--- src/rtl/ex_rs2_forward_unit_if.sv ---
// Bus between the ID/EX pipeline control and the EX-stage Rs2 forward unit.
// Stats outputs exist only when FWD_STATS_EN is defined.
interface ex_rs2_forward_unit_if #(
    parameter int DATA_WIDTH     = 32,
    parameter int REG_ADDR_WIDTH = 5
);
    logic                      Tick;
    logic                      flush;
    logic                      id_valid;
    logic [REG_ADDR_WIDTH-1:0] id_rs2;
    logic [DATA_WIDTH-1:0]     id_rs2_data;
    logic [REG_ADDR_WIDTH-1:0] id_rd;
    logic                      id_reg_write;
    logic                      id_mem_read;
    logic [DATA_WIDTH-1:0]     ex_result;
    logic [DATA_WIDTH-1:0]     mem_result;
    logic [DATA_WIDTH-1:0]     wb_result;
    logic [DATA_WIDTH-1:0]     rs2_fwd_data;
    logic                      rs2_fwd_en;
    logic                      stall;
    logic [1:0]                fwd_sel;
`ifdef FWD_STATS_EN
    logic [15:0]               stall_count;
    logic [15:0]               fwd_count;
`endif

    modport master (
        output Tick, flush, id_valid, id_rs2, id_rs2_data, id_rd,
               id_reg_write, id_mem_read, ex_result, mem_result, wb_result,
        input  rs2_fwd_data, rs2_fwd_en, stall, fwd_sel
`ifdef FWD_STATS_EN
        , input stall_count, fwd_count
`endif
    );

    modport slave (
        input  Tick, flush, id_valid, id_rs2, id_rs2_data, id_rd,
               id_reg_write, id_mem_read, ex_result, mem_result, wb_result,
        output rs2_fwd_data, rs2_fwd_en, stall, fwd_sel
`ifdef FWD_STATS_EN
        , output stall_count, fwd_count
`endif
    );
endinterface

--- src/rtl/ex_rs2_forward_unit.sv ---
// EX-stage Rs2 forwarding control: EX/MEM/WB writer shadow, operand select, load-use stall FSM.
// Define FWD_STATS_EN to add saturating stall/forward Tick counters.
module ex_rs2_forward_unit #(
    parameter int DATA_WIDTH     = 32,
    parameter int REG_ADDR_WIDTH = 5
) (
    input logic                   Clock,
    input logic                   Reset,
    ex_rs2_forward_unit_if.slave  bus
);
    typedef enum logic {
        RUN   = 1'b0,
        STALL = 1'b1
    } state_t;

    typedef struct packed {
        logic                      valid;
        logic [REG_ADDR_WIDTH-1:0] rd;
        logic                      reg_write;
        logic                      mem_read;
    } entry_t;

    localparam int EX  = 0;
    localparam int MEM = 1;
    localparam int WB  = 2;

    entry_t shadow_reg  [3];
    entry_t shadow_next [3];
    state_t state_reg, state_next;

    logic [2:0]            match;
    logic                  load_use;
    logic                  stall_int;
    logic [1:0]            sel_int;
    logic [DATA_WIDTH-1:0] data_mux;

    // Index 0 is the youngest writer, so a lower index means fresher data.
    generate
        for (genvar gi = 0; gi < 3; gi++) begin : g_match
            assign match[gi] = shadow_reg[gi].valid & shadow_reg[gi].reg_write &
                               (shadow_reg[gi].rd == bus.id_rs2) &
                               (bus.id_rs2 != '0) & bus.id_valid;
        end
    endgenerate

    always_comb begin
        load_use  = match[EX] & shadow_reg[EX].mem_read;
        stall_int = (state_reg == RUN) & load_use & ~bus.flush;
        sel_int   = 2'b00;
        if (!stall_int) begin
            if (match[EX])       sel_int = 2'b01;
            else if (match[MEM]) sel_int = 2'b10;
            else if (match[WB])  sel_int = 2'b11;
        end
        case (sel_int)
            2'b01:   data_mux = bus.ex_result;
            2'b10:   data_mux = bus.mem_result;
            2'b11:   data_mux = bus.wb_result;
            default: data_mux = bus.id_rs2_data;
        endcase
    end

    assign bus.stall        = stall_int;
    assign bus.rs2_fwd_en   = ~stall_int;
    assign bus.fwd_sel      = sel_int;
    assign bus.rs2_fwd_data = data_mux;

    always_comb begin
        state_next  = state_reg;
        shadow_next = shadow_reg;
        if (bus.Tick) begin
            shadow_next[WB]            = shadow_reg[MEM];
            shadow_next[MEM]           = shadow_reg[EX];
            shadow_next[EX].valid      = bus.id_valid & ~stall_int & ~bus.flush;
            shadow_next[EX].rd         = bus.id_rd;
            shadow_next[EX].reg_write  = bus.id_reg_write;
            shadow_next[EX].mem_read   = bus.id_mem_read;
            case (state_reg)
                RUN:     state_next = stall_int ? STALL : RUN;
                // The load has moved to MEM, so a single bubble is enough.
                STALL:   state_next = RUN;
                default: state_next = RUN;
            endcase
            if (bus.flush) state_next = RUN;
        end
    end

    always_ff @(posedge Clock or posedge Reset) begin
        if (Reset) begin
            for (int i = 0; i < 3; i++) shadow_reg[i] <= '0;
            state_reg <= RUN;
        end else begin
            shadow_reg <= shadow_next;
            state_reg  <= state_next;
        end
    end

`ifdef FWD_STATS_EN
    logic [15:0] stall_count_reg;
    logic [15:0] fwd_count_reg;

    always_ff @(posedge Clock or posedge Reset) begin
        if (Reset) begin
            stall_count_reg <= '0;
            fwd_count_reg   <= '0;
        end else if (bus.Tick) begin
            if (stall_int && stall_count_reg != 16'hFFFF)
                stall_count_reg <= stall_count_reg + 16'd1;
            if (!stall_int && sel_int != 2'b00 && fwd_count_reg != 16'hFFFF)
                fwd_count_reg <= fwd_count_reg + 16'd1;
        end
    end

    assign bus.stall_count = stall_count_reg;
    assign bus.fwd_count   = fwd_count_reg;
`endif
endmodule

--- src/flat_wrapper.sv ---
// flat-port wrapper written by rule: the top's interface ports become plain ports
module ex_rs2_forward_unit_flat 
#(
    parameter int DATA_WIDTH     = 32,
    parameter int REG_ADDR_WIDTH = 5
)
  (Clock, Reset, bus_Tick, bus_flush, bus_id_valid, bus_id_rs2, bus_id_rs2_data, bus_id_rd, bus_id_reg_write, bus_id_mem_read, bus_ex_result, bus_mem_result, bus_wb_result, bus_rs2_fwd_data, bus_rs2_fwd_en, bus_stall, bus_fwd_sel);
  ex_rs2_forward_unit_if #(.DATA_WIDTH(DATA_WIDTH), .REG_ADDR_WIDTH(REG_ADDR_WIDTH)) bus_i ();
  input logic Clock;
  input logic Reset;
  input wire logic [$bits(bus_i.Tick)-1:0] bus_Tick;
  input wire logic [$bits(bus_i.flush)-1:0] bus_flush;
  input wire logic [$bits(bus_i.id_valid)-1:0] bus_id_valid;
  input wire logic [$bits(bus_i.id_rs2)-1:0] bus_id_rs2;
  input wire logic [$bits(bus_i.id_rs2_data)-1:0] bus_id_rs2_data;
  input wire logic [$bits(bus_i.id_rd)-1:0] bus_id_rd;
  input wire logic [$bits(bus_i.id_reg_write)-1:0] bus_id_reg_write;
  input wire logic [$bits(bus_i.id_mem_read)-1:0] bus_id_mem_read;
  input wire logic [$bits(bus_i.ex_result)-1:0] bus_ex_result;
  input wire logic [$bits(bus_i.mem_result)-1:0] bus_mem_result;
  input wire logic [$bits(bus_i.wb_result)-1:0] bus_wb_result;
  output wire logic [$bits(bus_i.rs2_fwd_data)-1:0] bus_rs2_fwd_data;
  output wire logic [$bits(bus_i.rs2_fwd_en)-1:0] bus_rs2_fwd_en;
  output wire logic [$bits(bus_i.stall)-1:0] bus_stall;
  output wire logic [$bits(bus_i.fwd_sel)-1:0] bus_fwd_sel;
  assign bus_i.Tick = bus_Tick;
  assign bus_i.flush = bus_flush;
  assign bus_i.id_valid = bus_id_valid;
  assign bus_i.id_rs2 = bus_id_rs2;
  assign bus_i.id_rs2_data = bus_id_rs2_data;
  assign bus_i.id_rd = bus_id_rd;
  assign bus_i.id_reg_write = bus_id_reg_write;
  assign bus_i.id_mem_read = bus_id_mem_read;
  assign bus_i.ex_result = bus_ex_result;
  assign bus_i.mem_result = bus_mem_result;
  assign bus_i.wb_result = bus_wb_result;
  assign bus_rs2_fwd_data = bus_i.rs2_fwd_data;
  assign bus_rs2_fwd_en = bus_i.rs2_fwd_en;
  assign bus_stall = bus_i.stall;
  assign bus_fwd_sel = bus_i.fwd_sel;
  ex_rs2_forward_unit #(.DATA_WIDTH(DATA_WIDTH), .REG_ADDR_WIDTH(REG_ADDR_WIDTH)) u_core (.Clock(Clock), .Reset(Reset), .bus(bus_i));
endmodule
--- config.mk ---
export PLATFORM = sky130hd
export DESIGN_NAME = ex_rs2_forward_unit_flat
export DESIGN_NICKNAME = d
export VERILOG_FILES = /design/src/rtl/ex_rs2_forward_unit_if.sv /design/src/rtl/ex_rs2_forward_unit.sv /design/src/flat_wrapper.sv
export SDC_FILE = /design/constraint.sdc
export NUM_CORES = 1
export LEC_CHECK = 0
export CORE_AREA = 4 4 62 121
export CTS_CLUSTER_DIAMETER = 150
export DETAILED_ROUTE_END_ITERATION = 8
export DIE_AREA = 0 0 66 125
export PLACE_DENSITY = 0.83
export SETUP_SLACK_MARGIN = 0.1
export SLEW_MARGIN = 20
export SYNTH_ARGS = -nofsm -noshare
export SYNTH_HDL_FRONTEND = slang
export SYNTH_SLANG_ARGS = --single-unit
--- constraint.sdc ---
create_clock -name Clock -period 2.9 [get_ports Clock]
set_input_delay 0.58 -clock Clock [delete_from_list [all_inputs] [get_ports Clock]]
set_output_delay 0.58 -clock Clock [all_outputs]
set_load 0.05 [all_outputs]
==> results of run 1 <==
[per-stage QoR]
step / area [sq um] / instances / worst slack (ps) / utilization, % / TNS (ps)
2_1_floorplan: 2730 / 206 / -4.81 / - / -47.0
3_3_place_gp: 5250 / 502 / -613 / 79.9 / -19060
3_5_place_dp: 5250 / 502 / -735 / 79.9 / -21620
4_1_cts: 5950 / 522 / -279 / 90.6 / -7870
5_1_grt: 6120 / 520 / -421 / 93.1 / -12700
6_report: 6120 / 520 / -352 / 93.1 / -10320
[critical path: cells and delay by family]
| kind | cells | cell delay [ps] |
|---|---|---|
| AO/OA/AOI/OAI | 3 | 530 |
| XOR/XNOR | 1 | 150 |
| buffers and inverters | 6 | 850 |
| AND/OR/NAND/NOR | 2 | 540 |
[report_power, final]
part / internal (uW) / switching (uW) / leakage [uW] / total [uW]
Clock: 186 / 117 / 0.0000409 / 302
Sequential: 365 / 51.3 / 0.000276 / 416
Combinational: 472 / 344 / 0.00200 / 816
[how the worst max path moves through the flow]
stage / to / slack (ps)
2_1_floorplan: bus_rs2_fwd_data[11] / -5
3_3_place_gp: bus_rs2_fwd_data[22] / -610
3_5_place_dp: bus_rs2_fwd_data[5] / -730
4_1_cts: bus_rs2_fwd_data[27] / -280
5_1_grt: bus_rs2_fwd_data[15] / -420
6_report: bus_rs2_fwd_data[15] / -350
[metal layers]
layer	up-vias	share of wire (%)
li1	1269	-
met5	-	0
met2	267	51
met4	0	9.5
met3	113	8.9
met1	1529	31
[logic make-up (layout without fill, tap and decap cells)]
kind of cell	after synthesis	after routing	synth area share, %
xor+xnor	15	15	6.40
mux	22	22	12.1
buf+inv	26	252	8.48
compound gates	100	100	38.1
simple gates	20	20	6.89
flops	23	23	28.0
[cell usage in the layout, fill, tap and decap left out, types with 4 or more instances in the layout]
cell	count
a22oi_2	31
a2bb2oi_4	32
buf_12	46
buf_16	7
buf_4	23
buf_6	20
buf_8	5
clkbuf_16	4
clkdlybuf4s50_1	138
dfrtp_1	23
inv_1	4
mux2_2	22
o21ai_2	15
o21ai_4	18
xnor2_1	8
xnor2_2	6
[timing repair]
action                                  in CTS  in global routing
gates resized for setup                    128                 34
setup buffers                               16                  8
pin swaps                                   51                 29
endpoints found under the setup margin      36                 34
hold endpoints to repair                     0                  0
cloned                                       7                  1
[area by class of cell]
type	count	area share, %
multi-input cells	157	37.9
repair buffers	241	49.0
flip-flops and latches	23	9.41
inverters	7	0.552
clock buffers	3	1.23
well taps	88	1.80
clock inverters	1	0.0818
==> out/qor.yml, run 1 <==
status: "complete, but fails checks"
violations: "negative setup slack"
grt_max_degree: 25
nNetsFinal: 578
setup_viol: 34
min_from: "u_core.shadow_reg[1]"
worstRegToRegCells: 8
cp_max_fo: 7
cts_max_level: 1
regToRegSetupSlack_ps: 930
crit_chain: "buf_8 -> buf_6 -> xnor2_2 -> nand3_2 -> or3_4 -> buf_6 -> a31oi_4 -> buf_6 -> buf_16 -> o21ai_2 -> a2bb2oi_4 -> buf_12"
yosysSeqAreaShare_pct: 28.0
ys_ff_latch: 23
worstSetupStartpoint: "bus_id_rs2[4]"
multiInputGateArea_sq_mm: 0.00232
total_leakage_power_uw: 0.00232
rows: 42
worstMarginPinSlew_ps: 878
synthesis.area_sq_mm: 0.00205
holdPathStages: 1
slew_headroom_pct: 41.4
grt_usage_pct: 39.0
report.final.slew_viol_count: 0
clk_pin_slew_ps: 60
die_x_um: 66
min_period_ps: 3250
core_area_sq_mm: 0.00657
cts.sinks: 23
crit_slowest_cell: "or3_4"
power.total_uw: 1540
grt_use_met1_pct: 37.9
min_to: "u_core.shadow_reg[1]"
whs_ps: 538
area_growth_pct: 198
r2r_end: "u_core.shadow_reg[23]"
synthCells: 206
finalHoldViolations: 0
syn_avg_cell_area_sq_um: 9.96
synth_area_leader_cell: "dfrtp_1"
clockBufferDepth: 2
syn-num-nets: 351
gp_routability_congestion: 0.821
required_ps: 2320
top_usage_layer: "met2"
drtAntennaViolNets: 0
port_buffers: 180
dp_hpwl_mm: 9.31
vias: 3178
synth_ff_type: "dfrtp_1"
ys_warn_count: 0
vias_per_cell: 6.11
layout_setup_ws_ps: -352
fin_crit_sh_pct: 112
start_util_pct: 31.2
grt_pass1_vias: 3483
yosys-top-cells-area: "dfrtp_1, a2bb2oi_1, mux2_2"
cpMostUsedCell: "buf_6"
fillers: 179
end_kind: "output port"
grt_use_met2_pct: 71.1
peakVddDrop_v: 0.000497
cts_tree: "done"
worst_ep_arrival_time_ps: 2670
yosysTopAreaCellShare_pct: 28.0
synth_common_cells: "a2bb2oi_1, o21ai_0, dfrtp_1"
hold_class: "reg -> reg"
clock_latency_ps: 270
ios: 181
gr-total-overflow: 0
dr.pass1.iters: 4
reg2reg_from: "u_core.shadow_reg[22]"
cts_buffers: 3
grt_pass1_wl_mm: 23.1
antenna_found_initial: 0
finClkSkew_ps: 6.98
cts_root_buffer: "clkbuf_16"
use_met3_pct: 10.5
async_flop_share_pct: 100
slowest_delay_ps: 430
drtIter0Drc: 173
rsz0062_at_grt: "yes"
power.density_mw_per_mm2: 251
worst-setup-path-type: "in -> out"
drc: 0
synth_edf_count: 0
synth.distinct_cells: 36
drive_gt1_share_pct: 56.9
largest_reg_flops: 22
wire_per_inst_um: 33.6
die_h_um: 125
cp-start-kind: "primary input"
seq_area_sq_um: 576
drv_cap: 0
wl_mm: 17.5
ctsHoldBuffers: 0
clock.fmax_mhz: 307
diodes: 0
dieArea_sq_mm: 0.00825
No activity file was read; power rests on OpenSTA's default activity.
==> run 2: changes to the inputs <==
SLEW_MARGIN = unset   (was 20)
==> results of run 2 <==
Same layout as run 1: the final DEF is identical, and so are final timing and power.
